$ cat src/rtl/calc_controller.sv
// Sequencer for the calculator datapath: walks an operand range of 64-bit words,
// pairs the 32-bit sums into the result buffer and writes each full buffer back.
module calc_controller #(
    parameter int unsigned DATA_W        = 32,
    parameter int unsigned MEM_WORD_SIZE = 64,
    parameter int unsigned ADDR_W        = 10
) (
    input  logic              clk_i,
    input  logic              rst_ni,
    input  logic              start_i,
    input  logic [ADDR_W-1:0] rd_start_addr_i,
    input  logic [ADDR_W-1:0] rd_end_addr_i,
    input  logic [ADDR_W-1:0] wr_start_addr_i,
    output logic              mem_rd_en_o,
    output logic [ADDR_W-1:0] mem_rd_addr_o,
    output logic              mem_wr_en_o,
    output logic [ADDR_W-1:0] mem_wr_addr_o,
    output logic              loc_sel_o,
    output logic              buf_clr_o,
    output logic              pad_o,
    output logic              busy_o,
    output logic              done_o,
    output logic              err_o
);

    localparam int unsigned ST_W = 3;

    localparam logic [ST_W-1:0] S_IDLE  = 3'd0;
    localparam logic [ST_W-1:0] S_CLR   = 3'd1;
    localparam logic [ST_W-1:0] S_READ  = 3'd2;
    localparam logic [ST_W-1:0] S_WAIT  = 3'd3;
    localparam logic [ST_W-1:0] S_ADD   = 3'd4;
    localparam logic [ST_W-1:0] S_PAD   = 3'd5;
    localparam logic [ST_W-1:0] S_WRITE = 3'd6;
    localparam logic [ST_W-1:0] S_DONE  = 3'd7;

    // The result buffer must hold exactly two adder results.
    generate
        if (MEM_WORD_SIZE != 2 * DATA_W) begin : g_bad_width
            $error("calc_controller: MEM_WORD_SIZE must equal 2*DATA_W");
        end
    endgenerate

    logic [ST_W-1:0]   state_q,  state_d;
    logic [ADDR_W-1:0] cur_rd_q, cur_rd_d;
    logic [ADDR_W-1:0] rd_end_q, rd_end_d;
    logic [ADDR_W-1:0] cur_wr_q, cur_wr_d;
    logic              half_q,   half_d;
    logic              rd_en_q,  rd_en_d;
    logic              wr_en_q,  wr_en_d;
    logic              clr_q,    clr_d;
    logic              pad_q,    pad_d;
    logic              busy_q,   busy_d;
    logic              done_q,   done_d;
    logic              err_q,    err_d;

    // Next-state and address/half bookkeeping.
    always_comb begin
        state_d  = state_q;
        cur_rd_d = cur_rd_q;
        rd_end_d = rd_end_q;
        cur_wr_d = cur_wr_q;
        half_d   = half_q;
        err_d    = 1'b0;

        case (state_q)
            S_IDLE: begin
                if (start_i) begin
                    if (rd_start_addr_i <= rd_end_addr_i) begin
                        cur_rd_d = rd_start_addr_i;
                        rd_end_d = rd_end_addr_i;
                        cur_wr_d = wr_start_addr_i;
                        state_d  = S_CLR;
                    end else begin
                        err_d = 1'b1;
                    end
                end
            end
            S_CLR: begin
                half_d  = 1'b0;
                state_d = S_READ;
            end
            S_READ: state_d = S_WAIT;
            S_WAIT: state_d = S_ADD;
            S_ADD: begin
                if (!half_q) begin
                    half_d = 1'b1;
                    if (cur_rd_q != rd_end_q) begin
                        cur_rd_d = cur_rd_q + ADDR_W'(1);
                        state_d  = S_READ;
                    end else begin
                        state_d = S_PAD;
                    end
                end else begin
                    half_d  = 1'b0;
                    state_d = S_WRITE;
                end
            end
            S_PAD: begin
                half_d  = 1'b0;
                state_d = S_WRITE;
            end
            S_WRITE: begin
                cur_wr_d = cur_wr_q + ADDR_W'(1);
                if (cur_rd_q != rd_end_q) begin
                    cur_rd_d = cur_rd_q + ADDR_W'(1);
                    state_d  = S_READ;
                end else begin
                    state_d = S_DONE;
                end
            end
            S_DONE:  state_d = S_IDLE;
            default: state_d = S_IDLE;
        endcase
    end

    // Strobes are decoded from the next state so the flops track the state register.
    always_comb begin
        rd_en_d = (state_d == S_READ);
        wr_en_d = (state_d == S_WRITE);
        clr_d   = (state_d == S_CLR);
        pad_d   = (state_d == S_PAD);
        done_d  = (state_d == S_DONE);
        busy_d  = (state_d != S_IDLE);
    end

    always_ff @(posedge clk_i or negedge rst_ni) begin
        if (!rst_ni) begin
            state_q  <= S_IDLE;
            cur_rd_q <= '0;
            rd_end_q <= '0;
            cur_wr_q <= '0;
            half_q   <= 1'b0;
            rd_en_q  <= 1'b0;
            wr_en_q  <= 1'b0;
            clr_q    <= 1'b0;
            pad_q    <= 1'b0;
            busy_q   <= 1'b0;
            done_q   <= 1'b0;
            err_q    <= 1'b0;
        end else begin
            state_q  <= state_d;
            cur_rd_q <= cur_rd_d;
            rd_end_q <= rd_end_d;
            cur_wr_q <= cur_wr_d;
            half_q   <= half_d;
            rd_en_q  <= rd_en_d;
            wr_en_q  <= wr_en_d;
            clr_q    <= clr_d;
            pad_q    <= pad_d;
            busy_q   <= busy_d;
            done_q   <= done_d;
            err_q    <= err_d;
        end
    end

    assign mem_rd_en_o   = rd_en_q;
    assign mem_rd_addr_o = cur_rd_q;
    assign mem_wr_en_o   = wr_en_q;
    assign mem_wr_addr_o = cur_wr_q;
    assign loc_sel_o     = half_q;
    assign buf_clr_o     = clr_q;
    assign pad_o         = pad_q;
    assign busy_o        = busy_q;
    assign done_o        = done_q;
    assign err_o         = err_q;

endmodule

$ cat config.mk
export PLATFORM = sky130hd
export DESIGN_NAME = calc_controller
export DESIGN_NICKNAME = d
export VERILOG_FILES = /design/src/rtl/calc_controller.sv
export SDC_FILE = /design/constraint.sdc
export NUM_CORES = 1
export LEC_CHECK = 0
export CAP_MARGIN = 20
export CORE_MARGIN = 5
export CORE_UTILIZATION = 50
export DETAILED_ROUTE_END_ITERATION = 6
export PLACE_DENSITY = 0.92
export SETUP_SLACK_MARGIN = 0.5
export SYNTH_ARGS = -nofsm -noshare
export SYNTH_HDL_FRONTEND = slang
export SYNTH_SLANG_ARGS = --single-unit
$ cat constraint.sdc
create_clock -name clk_i -period 2.5 [get_ports clk_i]
set_input_delay 0.25 -clock clk_i [delete_from_list [all_inputs] [get_ports clk_i]]
set_output_delay 0.25 -clock clk_i [all_outputs]
set_load 0.02 [all_outputs]
==> flow_metrics.py <==
metrics = {
    "power": {
        "cellLeakagePower_nw": 1.68,
        "swShare": 0.470,
        "powerDensity_mw_per_mm2": 1230,
        "share_clk_of_total_power": 0.094,
        "seqPwrFrac": 0.291,
        "power.internal_w": 0.00246,
        "switchingPower_w": 0.00218,
        "power.ir.vdd_worst_v": 0.000673,
        "combPwrFrac": 0.614,
    },
    "synthesis": {
        "postSynthAreaPerCell_um2": 8.88,
        "yosysSeqAreaShare": 0.408,
        "cell_variety_after_synth": 52,
        "synthesis.instances": 283,
        "synth_enable_flop_cells": 0,
        "ys_seq_elements": 41,
        "post_synth_instance_area_mm2": 0.00251,
        "main_synth_ff_type": "sky130_fd_sc_hd__dfrtp_1",
        "synth.net_count": 328,
        "yosys_warnings": 0,
        "ys_async_sr_fraction": 1.00,
    },
    "route": {
        "detailedRoute.firstPassIterationCount": 6,
        "wl_per_cell_um": 20.6,
        "drc_errors": 0,
        "wirelength_um": 9320,
        "final_antenna_net_count": 0,
        "via_per_inst": 6.34,
        "route.vias.total": 2872,
        "initialDrtViolationCount": 348,
    },
    "grt": {
        "maximum_number_of_pins_on_one_net_before_global_route_repair": 42,
        "first_pass_grt_wire_length_um": 12900,
        "global_route.overflow_total": 0,
        "vias_in_the_first_global_route": 2587,
        "globalRouteTotalUtil": 0.261,
        "grt_antenna_before_repair": 0,
    },
    "setup_path": {
        "cell_family_with_most_cp_delay": "compound AO/OA/AOI/OAI gates",
        "timing.critical_path.fanout_max": 16,
        "endpoint_required_time_on_the_critical_path_ns": 2.69,
        "count_of_buffer_and_inverter_cells_on_the_critical_path": 5,
        "critical_path.slowest_cell": "sky130_fd_sc_hd__a2111oi_4",
        "cp-start-kind": "input pin",
        "cells_traversed_along_the_worst_timing_path": "buf_6 -> inv_4 -> ha_4 -> buf_4 -> a21o_1 -> a21o_1 -> a2111oi_4 -> buf_6 -> o21ai_4 -> buf_12 -> o21ai_0",
        "timing.setup.critical_path_class": "input pin to register",
        "cpPeakStageDelay_ns": 0.32,
        "worstPathArrival_ns": 2.27,
        "worst_setup_path_end_kind": "register",
    },
    "floorplan": {
        "floorplan.rows": 25,
        "die_x_um": 80.9,
        "boundary_pins": 61,
        "die_area_mm2": 0.00654,
        "coreArea_mm2": 0.00479,
        "starting_density_of_the_core": 0.525,
        "die_h_um": 80.9,
    },
    "flow_run": {
        "max_cap_violations": 0,
    },
    "clock_network": {
        "clock_latency_ns": 0.31,
        "cts_tree": "yes",
        "numCtsBuffers": 5,
        "clock_sink_count": 41,
        "clockRootBuffer": "sky130_fd_sc_hd__clkbuf_8",
        "clock_h_tree_levels": 2,
        "cts.hold.buffers_added": 0,
        "maximum_number_of_buffers_from_clock_root_to_sink": 2,
        "clk_transition_reported_paths_ns": 0.09,
    },
    "place": {
        "dp_hpwl_um": 4930,
        "gp_congestion": 0.886,
        "post-place-ws_ns": -0.186,
        "dp.cells": 415,
        "numPortBuffers": 60,
    },
    "timing": {
        "max_freq_ghz": 0.481,
        "worst_slack_ns": 0.419,
        "final_cycle_utilization_of_the_critical_path": 0.832,
        "rsz_0062_raised_after_global_routing": "yes",
        "clock-skew-final_ns": 0.0190,
        "final_max_slew_viol_count": 0,
        "finalHoldViolCount": 0,
        "headroom_to_the_max_slew_limit": 0.354,
        "finalSetupViolCount": 0,
        "worst-slew-pin-transition_ns": 0.970,
        "fin_crit_ns": 2.08,
    },
    "final_layout": {
        "area_growth_pct": 50.1,
        "num-nets-final": 430,
        "antennaDiodeCount": 0,
        "finalNonFillerCells": 453,
        "final_core_util": 0.788,
        "highest_count_cells_in_the_layout_ignoring_fill_and_taps": "40 x sky130_fd_sc_hd__buf_4, 39 x sky130_fd_sc_hd__clkdlybuf4s50_1, 35 x sky130_fd_sc_hd__dfrtp_1, 27 x sky130_fd_sc_hd__nand2_1, 26 x sky130_fd_sc_hd__nor2_1",
        "final_common_cell": "sky130_fd_sc_hd__buf_4",
        "final_layout_size_suffix_gt1_frac": 0.321,
    },
    "run_status": {
        "outcome": "completed",
    },
    "worst_hold_path": {
        "worst_hold_path_type": "input pin to asynchronous set/reset pin",
    },
}
[state kept, by name, summed over array words and instances (netlist names)]
name,cells
mem_wr_addr_o,10
mem_rd_addr_o,10
pad_o,1
buf_clr_o,1
done_o,1
loc_sel_o,1
err_o,1
busy_o,1
mem_wr_en_o,1
mem_rd_en_o,1
state_q,3
rd_end_q,10
[through the flow]
step	TNS, ns	total power [W]	instance area [um^2]	hold WS, ns
after floorplan	0	0.00273	2510	-0.0456
final	0	0.00464	3770	0.0851
after global routing	0	0.00486	3770	0.154
after detailed placement	-2.27	0.00362	3270	0.429
after CTS	0	0.00417	3630	0.103
after global placement	-1.06	0.00352	3270	0.421
[worst register-to-register path, stage by stage (launching register included)]
cell	delay, ns
sky130_fd_sc_hd__dfrtp_1	0.44
sky130_fd_sc_hd__xor2_1	0.21
sky130_fd_sc_hd__nor4_2	0.33
sky130_fd_sc_hd__nand3_1	0.23
sky130_fd_sc_hd__or2_2	0.37
sky130_fd_sc_hd__o22a_1	0.21
sky130_fd_sc_hd__nor2_1	0.11
[power by group through the flow]
| stage | clock network, W | registers [W] | logic (W) |
|---|---|---|---|
| 6_report | 0.000437 | 0.00135 | 0.00285 |
| 5_1_grt | 0.000463 | 0.00139 | 0.00302 |
| 4_1_cts | 0.000432 | 0.00135 | 0.00240 |
| 3_5_place_dp | 0 | 0.00135 | 0.00226 |
| 3_3_place_gp | 0 | 0.00133 | 0.00219 |
| 2_1_floorplan | 0 | 0.00147 | 0.00127 |
[synthesized netlist by cell type (2+ instances only)]
master | instances | area [um^2]
sky130_fd_sc_hd__a211o_1 | 3 | 26.3
sky130_fd_sc_hd__clkbuf_1 | 7 | 26.3
sky130_fd_sc_hd__nor2_1 | 26 | 97.6
sky130_fd_sc_hd__mux2i_1 | 2 | 20.0
sky130_fd_sc_hd__o22a_1 | 5 | 43.8
sky130_fd_sc_hd__xor2_1 | 10 | 87.6
sky130_fd_sc_hd__a31oi_1 | 5 | 31.3
sky130_fd_sc_hd__o21ai_0 | 19 | 95.1
sky130_fd_sc_hd__a22o_1 | 2 | 17.5
sky130_fd_sc_hd__o221a_2 | 2 | 22.5
sky130_fd_sc_hd__nand2b_1 | 2 | 12.5
sky130_fd_sc_hd__a22oi_1 | 2 | 15.0
sky130_fd_sc_hd__and3_1 | 5 | 31.3
sky130_fd_sc_hd__buf_6 | 2 | 22.5
sky130_fd_sc_hd__nor4_1 | 2 | 12.5
sky130_fd_sc_hd__and4_1 | 2 | 17.5
sky130_fd_sc_hd__a21o_1 | 3 | 22.5
sky130_fd_sc_hd__inv_1 | 17 | 63.8
sky130_fd_sc_hd__or2_2 | 2 | 12.5
sky130_fd_sc_hd__nor2b_1 | 3 | 18.8
sky130_fd_sc_hd__and2_1 | 2 | 12.5
sky130_fd_sc_hd__nor3_1 | 8 | 40.0
sky130_fd_sc_hd__ha_1 | 12 | 150
sky130_fd_sc_hd__nand4_1 | 4 | 25.0
sky130_fd_sc_hd__or3_1 | 2 | 12.5
sky130_fd_sc_hd__o21ai_1 | 9 | 45.0
sky130_fd_sc_hd__nand3_1 | 11 | 55.1
sky130_fd_sc_hd__o22ai_1 | 2 | 12.5
sky130_fd_sc_hd__o21a_1 | 4 | 30.0
sky130_fd_sc_hd__buf_2 | 3 | 15.0
sky130_fd_sc_hd__dfrtp_1 | 41 | 1030
sky130_fd_sc_hd__a21oi_1 | 17 | 85.1
sky130_fd_sc_hd__nand2_1 | 28 | 105
[final timing paths]
path / from / end / slack (ns) / depth (start not counted)
worst max-delay path: rd_end_addr_i[3] / rd_end_q[4] / 0.42 / 11
worst min-delay path: rst_ni / mem_rd_addr_o[9] / 0.09 / 1
worst max register to register: rd_end_q[4] / done_o / 0.50 / 6
worst min register to register: rd_end_q[8] / rd_end_q[8] / 0.53 / 2
max in group asynchronous: rst_ni / state_q[1] / 1.72 / 1
min in group clk_i: rd_end_addr_i[8] / rd_end_q[8] / 0.22 / 3
[routing by layer]
| metal | global-route usage | vias up | wire length [um] |
|---|---|---|---|
| met5 | 0 | - | 0 |
| met1 | 0.318 | 1308 | 3350 |
| met4 | 0.164 | 0 | 706 |
| met3 | 0.0477 | 84 | 917 |
| li1 | - | 1212 | - |
| met2 | 0.426 | 268 | 4350 |
[cell families (layout without fill, tap and decap cells)]
group | after synthesis | in the layout | share of synthesized area
AOI/OAI and AO/OA | 85 | 85 | 0.233
xor gates and xnor gates | 11 | 11 | 0.0383
adders and majority gates | 12 | 12 | 0.0598
buffers and inverters | 29 | 132 | 0.0508
DFF | 41 | 41 | 0.408
muxes | 3 | 3 | 0.0125
and+or+nand+nor | 102 | 102 | 0.198
[final cells by class]
type / count / area, um^2
clock inverter: 2 / 10.0
sequential: 41 / 1030
fill: 281 / 1010
clock buffer: 6 / 72.6
timing repair buffer: 107 / 915
inverter: 17 / 66.3
multi-input combinational: 213 / 1590
tap: 67 / 83.8
[what timing repair did]
item / CTS / global route
setup buffers: 16 / 13
resized for setup: 57 / 55
setup endpoints to repair: 34 / 33
pin swaps: 14 / 13
cloned: 0 / 1
Power figures use the tool's default switching activity.
